File: config.mk
export PLATFORM = sky130hd
export DESIGN_NAME = drone_grade_param
export DESIGN_NICKNAME = d
export VERILOG_FILES = /design/src/rtl/drone_pkg.sv /design/src/rtl/drone_tick_contador.sv /design/src/rtl/drone_grade_param.sv
export SDC_FILE = /design/constraint.sdc
export NUM_CORES = 1
export LEC_CHECK = 0
export BUFFER_PORTS_ARGS = -buffer_cell sky130_fd_sc_hd__buf_2
export CAP_MARGIN = 10
export CORE_MARGIN = 2
export CORE_UTILIZATION = 35
export DETAILED_ROUTE_END_ITERATION = 10
export GPL_TIMING_DRIVEN = 0
export PLACE_DENSITY = 0.62
export SLEW_MARGIN = 20
export SYNTH_ARGS = -nofsm -noshare
export SYNTH_HDL_FRONTEND = slang
export SYNTH_SLANG_ARGS = --single-unit
File: constraint.sdc
create_clock -name clock -period 5.13 [get_ports clock]
set_input_delay 1.026 -clock clock [delete_from_list [all_inputs] [get_ports clock]]
set_output_delay 1.026 -clock clock [all_outputs]
set_load 0.005 [all_outputs]
File: src/rtl/drone_pkg.sv
// Shared constants for the drone game core: state codes, steering codes and the obstacle table.
// Pure definitions; no logic, no latency, no flow control.
package drone_pkg;

  localparam logic [3:0] EST_INICIAL = 4'd0;
  localparam logic [3:0] EST_PREPARA = 4'd1;
  localparam logic [3:0] EST_VOA     = 4'd2;
  localparam logic [3:0] EST_COLISAO = 4'd3;
  localparam logic [3:0] EST_VENCEU  = 4'd4;
  localparam logic [3:0] EST_PERDEU  = 4'd5;

  localparam logic [1:0] CTRL_MANTEM = 2'b00;
  localparam logic [1:0] CTRL_SOBE   = 2'b01;
  localparam logic [1:0] CTRL_DESCE  = 2'b10;

  localparam int N_OBST_MAX = 8;

  function automatic logic [3:0] obst_col(input int idx);
    case (idx)
      0:       return 4'd3;
      1:       return 4'd5;
      2:       return 4'd7;
      3:       return 4'd9;
      4:       return 4'd11;
      5:       return 4'd13;
      6:       return 4'd6;
      7:       return 4'd10;
      default: return 4'd0;
    endcase
  endfunction

  function automatic logic [3:0] obst_lin(input int idx);
    case (idx)
      0:       return 4'd1;
      1:       return 4'd6;
      2:       return 4'd2;
      3:       return 4'd5;
      4:       return 4'd3;
      5:       return 4'd4;
      6:       return 4'd0;
      7:       return 4'd7;
      default: return 4'd0;
    endcase
  endfunction

endpackage

File: src/rtl/drone_tick_contador.sv
// Modulo-TICK step counter: counts while conta=1, passo is high on the last count (one cycle).
// Synchronous clear via limpa has priority; no backpressure.
module drone_tick_contador #(
  parameter int TICK = 2000
) (
  input  logic clock,
  input  logic reset,
  input  logic limpa,
  input  logic conta,
  output logic passo
);

  localparam int W = $clog2(TICK);
  localparam logic [W-1:0] ULTIMO = W'(TICK - 1);

  logic [W-1:0] cnt;

  always_ff @(posedge clock or posedge reset) begin
    if (reset) begin
      cnt <= '0;
    end else if (limpa) begin
      cnt <= '0;
    end else if (conta) begin
      cnt <= (cnt == ULTIMO) ? '0 : cnt + 1'b1;
    end
  end

  assign passo = conta && (cnt == ULTIMO);

endmodule

File: src/rtl/drone_grade_param.sv
// Parametrised drone-flight game core; one column per TICK cycles, steering sampled on the step cycle.
// All outputs decoded from registers; optional lives mechanism under `DRONE_VIDAS_EN.
module drone_grade_param
  import drone_pkg::*;
#(
  parameter int LARGURA = 16,
  parameter int ALTURA  = 8,
  parameter int TICK    = 2000,
  parameter int N_OBST  = 4,
  parameter int VIDAS   = 3
) (
  input  logic       clock,
  input  logic       reset,
  input  logic       iniciar,
  input  logic [1:0] controle,
  output logic       venceu,
  output logic       perdeu,
  output logic [3:0] db_posicao_horizontal,
  output logic [3:0] db_posicao_vertical,
  output logic [3:0] db_obstaculos,
  output logic [3:0] db_estado
`ifdef DRONE_VIDAS_EN
  ,output logic [2:0] db_vidas
`endif
);

  localparam logic [3:0] LIN_INI   = 4'(ALTURA / 2);
  localparam logic [3:0] LIN_MAX   = 4'(ALTURA - 1);
  localparam logic [3:0] COL_VENCE = 4'(LARGURA - 1);

  logic [3:0] estado;
  logic [3:0] col;
  logic [3:0] lin;
  logic [3:0] nova_col;
  logic [3:0] nova_lin;
  logic [3:0] n_passados;
  logic       colide;
  logic       passo;
  logic       em_voo;

  assign em_voo = (estado == EST_VOA);

  // Counter is held clear outside VOA, so every entry into VOA starts a full TICK period.
  drone_tick_contador #(.TICK(TICK)) u_tick (
    .clock (clock),
    .reset (reset),
    .limpa (!em_voo),
    .conta (em_voo),
    .passo (passo)
  );

  assign nova_col = col + 4'd1;

  always_comb begin
    nova_lin = lin;
    case (controle)
      CTRL_SOBE:  if (lin != LIN_MAX) nova_lin = lin + 4'd1;
      CTRL_DESCE: if (lin != 4'd0)    nova_lin = lin - 4'd1;
      default:    nova_lin = lin;
    endcase
  end

  always_comb begin
    colide     = 1'b0;
    n_passados = 4'd0;
    for (int i = 0; i < N_OBST_MAX; i++) begin
      if (i < N_OBST) begin
        if ((obst_col(i) == nova_col) && (obst_lin(i) == nova_lin)) colide = 1'b1;
        if (obst_col(i) < col) n_passados = n_passados + 4'd1;
      end
    end
  end

`ifdef DRONE_VIDAS_EN
  logic [2:0] vidas;
`endif

  always_ff @(posedge clock or posedge reset) begin
    if (reset) begin
      estado <= EST_INICIAL;
      col    <= 4'd0;
      lin    <= 4'd0;
`ifdef DRONE_VIDAS_EN
      vidas  <= 3'd0;
`endif
    end else begin
      case (estado)
        EST_INICIAL: if (iniciar) estado <= EST_PREPARA;
        EST_PREPARA: begin
          col    <= 4'd0;
          lin    <= LIN_INI;
`ifdef DRONE_VIDAS_EN
          vidas  <= 3'(VIDAS);
`endif
          estado <= EST_VOA;
        end
        EST_VOA: begin
          if (passo) begin
            col <= nova_col;
            lin <= nova_lin;
            if (colide)                    estado <= EST_COLISAO;
            else if (nova_col == COL_VENCE) estado <= EST_VENCEU;
          end
        end
        EST_COLISAO: begin
`ifdef DRONE_VIDAS_EN
          vidas <= vidas - 3'd1;
          if (vidas > 3'd1) begin
            col    <= 4'd0;
            estado <= EST_VOA;
          end else begin
            estado <= EST_PERDEU;
          end
`else
          estado <= EST_PERDEU;
`endif
        end
        EST_VENCEU, EST_PERDEU: if (iniciar) estado <= EST_PREPARA;
        default: estado <= EST_INICIAL;
      endcase
    end
  end

  assign venceu                = (estado == EST_VENCEU);
  assign perdeu                = (estado == EST_PERDEU);
  assign db_posicao_horizontal = col;
  assign db_posicao_vertical   = lin;
  assign db_obstaculos         = n_passados;
  assign db_estado             = estado;
`ifdef DRONE_VIDAS_EN
  assign db_vidas              = vidas;
`endif

endmodule

==> impl_metrics.csv <==
group,metric,value,unit
route,first_iter_violations,74,
pwr,p_sw,143,µW
critical_path,cp_common_cell,"a211o_1",
placed_design,placed_area,1630,µm²
timing,clock.fmax,374,MHz
die,die_area,4730,µm²
yosys,synth.top_cell.area_share,37.5,%
final_layout,drive_above_1_share,16.6,%
min_path,hold_path_depth,1,
die,core,4030,µm²
critical_path,cp_data_arrival_time,2.82,ns
critical_path,crit_start,"controle[0]",
critical_path,cp.required,5.27,ns
yosys,yosysWarnings,0,
final_layout,num_antenna_cells,0,
final_layout,stdcell_area,1690,µm²
critical_path,r2r-start,"db_posicao_vertical[0]",
placed_design,portBuffers,20,
yosys,synth.largest_area_cell,"dfrtp_1",
critical_path,cpMaxStageDelayCell,"a211o_1",
route,ant_nets,0,
yosys,synth-edff-count,0,
timing,min_period,2.68,ns
die,fp.dieH,68.8,µm
yosys,synth-async-reset-ratio,100,%
die,row_count,23,
timing,finalSetupTns,0,ns
route,avgViaCountPerCell,4.93,
route,wire_per_inst,11.9,µm
final_layout,regArea,551,µm²
timing,fin_worst_hold_slack,0.448,ns
critical_path,critPathLaunchType,"input port",
die,start_util,36.4,%
route,drc,0,
pwr,power_density,264,nW/µm²
clock_tree,clk_pin_slew,0.09,ns
critical_path,worstPathMaxFanout,6,
global_routing,use_met2,24.0,%
yosys,ys_seq_area_share,37.5,%
timing,hold_viol,0,
job,drv_cap,0,
yosys,netlist_top_cells_count,"dfrtp_1 (22), nor2_1 (20), inv_1 (15), nand3_1 (15)",
global_routing,grt_usage,13.5,%
min_path,hold_path.startpoint,"u_tick.cnt[0]",
global_routing,overflow,0,
timing,skew,0.00856,ns
min_path,min_path_type,"reg2reg",
run_status,status,"finished clean",
pwr,pwr-share-clk,28.3,%
placed_design,placed_cells,239,
pwr,pwr-share-seq,47.2,%
yosys,syn_area_per_cell,8.74,µm²
yosys,ys.flop_type,"dfrtp_1",
clock_tree,cts_tree,"built",
yosys,syn_area,1470,µm²
placed_design,place_congestion,0.736,
pwr,ir_drop,0.000146,V
critical_path,endpoint,"db_estado[0]",
clock_tree,cts_resized,0,
global_routing,grt_pass1_wl,4870,µm
clock_tree,cts_hold_buf,0,
clock_tree,clock_path_buffers,2,
yosys,ys_types,43,
critical_path,path_cells,"buf_2 -> ha_1 -> and4b_1 -> a211o_1 -> a211o_1 -> and3_1 -> o2111ai_1 -> a41oi_2",
yosys,yosysMostFrequentCell,"dfrtp_1",
global_routing,use_met1,17.1,%
timing,rsz0062_at_grt,"false",
critical_path,rr_endpoint,"db_estado[0]",
pwr,switching_share,32.1,%
global_routing,use_met3,2.92,%
die,io_pins,23,
die,die_x,68.8,µm
clock_tree,cts.root.buffer_cell,"clkbuf_8",
clock_tree,htree_num_levels,1,
timing,tightest_slew,0.845,ns
timing,fin_crit_sh,52.2,%
critical_path,r2r_cells,8,
route,drt_pass1_iterations,4,
global_routing,grt.busiest_layer,"met2",
final_layout,final_util,41.9,%
global_routing,antenna_found_initial,0,
route,dr_total_vias,1197,
final_layout,nets,207,
placed_design,dp_hpwl,2080,µm
timing,setup-violations-final,0,
yosys,syn_inst,168,
clock_tree,postCtsSetupBuffers,0,
global_routing,grt_max_degree,23,
clock_tree,clk_latency,0.27,ns
clock_tree,numCtsBuffers,3,
yosys,ys_ff_latch,22,
clock_tree,clock_sinks,22,
critical_path,end_kind,"flip-flop",
critical_path,cpPeakStageDelay,0.35,ns
final_layout,multi_input_area,822,µm²
critical_path,critical_path_class,"in2reg",
yosys,synth_area_leaders,"dfrtp_1 (38%), ha_1 (6.8%), xnor2_1 (5.4%), nand3_1 (5.1%), nor2_1 (5.1%)",
global_routing,grt_pass1_vias,1112,
final_layout,final.fill_count,432,
timing,slew-limit-headroom,43.6,%
final_layout,final_cell_count_no_fill,243,
pwr,p_leak,0.792,nW
route,drt-total-wl,2890,µm
final_layout,area_delta_synth_final,15.1,%
pwr,p_int,303,µW
timing,maxSlewViolCount,0,
critical_path,r2r_slack,2.82,ns
pwr,pwr-share-comb,24.5,%
-- critical path: cells and delay by family --
kind,cells,cell delay [ns]
buf+inv,1,0.10
simple gates,2,0.41
fa+ha+maj,1,0.27
compound gates,4,1.02
-- area by class of cell --
cell class                 count  share of cell area, %
inverter                      15                   3.33
timing repair buffer          20                   5.93
buffer                         8                   2.52
sequential                    22                   32.6
clock buffer                   4                   3.26
tap                           50                   3.70
multi-input combinational    124                   48.7
-- flip-flops by register name (all words and copies together) (netlist names) --
signal,count
u_tick.cnt,11
db_posicao_horizontal,4
db_posicao_vertical,4
db_estado,3
-- how the worst min path moves through the flow --
| stage | to | slack, ns |
|---|---|---|
| 6_report | u_tick.cnt[0] | 0.45 |
| 4_1_cts | u_tick.cnt[0] | 0.46 |
| 2_1_floorplan | u_tick.cnt[0] | 0.42 |
| 5_1_grt | u_tick.cnt[0] | 0.49 |
| 3_3_place_gp | u_tick.cnt[0] | 0.45 |
| 3_5_place_dp | u_tick.cnt[0] | 0.44 |
-- per-layer routing --
layer / vias to the layer above / share of wire [%] / routed length [µm]
met3: 2 / 3.1 / 90
met1: 553 / 47 / 1350
met2: 16 / 50 / 1430
li1: 626 / - / -
met5: - / 0 / 0
met4: 0 / 0.28 / 8
-- per-stage QoR --
step	power, mW	setup WS [ns]
after global routing	0.477	2.38
after floorplan	0.290	2.43
after CTS	0.452	2.45
after detailed placement	0.326	2.17
after global placement	0.327	2.17
final	0.446	2.45
-- cells by family after synthesis --
family	count (synthesis)	synth area share, %
muxes	3	2.13
and+or+nand+nor	68	23.3
adders and majority gates	8	6.82
AOI/OAI and AO/OA	29	14.9
buffers and inverters	23	6.73
other	1	0.256
xor gates and xnor gates	14	8.35
DFF	22	37.5
-- power by group through the flow --
stage	combinational [mW]	clock (mW)	sequential, mW
after floorplan	0.0794	0	0.211
after global placement	0.112	0	0.214
after detailed placement	0.111	0	0.215
after CTS	0.112	0.129	0.211
after global routing	0.127	0.136	0.215
final	0.109	0.126	0.210
-- cell usage in the layout, fill, tap and decap left out, drive strengths merged, types with 2 or more instances in the layout --
| master | n |
|---|---|
| nor2 | 20 |
| clkbuf | 7 |
| nand2 | 8 |
| a211o | 2 |
| a41oi | 2 |
| nand3b | 2 |
| dfrtp | 22 |
| xnor2 | 9 |
| and3 | 8 |
| mux2i | 2 |
| nor2b | 2 |
| conb | 2 |
| ha | 8 |
| nand3 | 15 |
| xor2 | 5 |
| buf | 25 |
| inv | 15 |
| o21ai | 10 |
| nor3 | 4 |
| or3 | 2 |
| a21oi | 4 |
| nand2b | 3 |
Power figures use the tool's default switching activity.
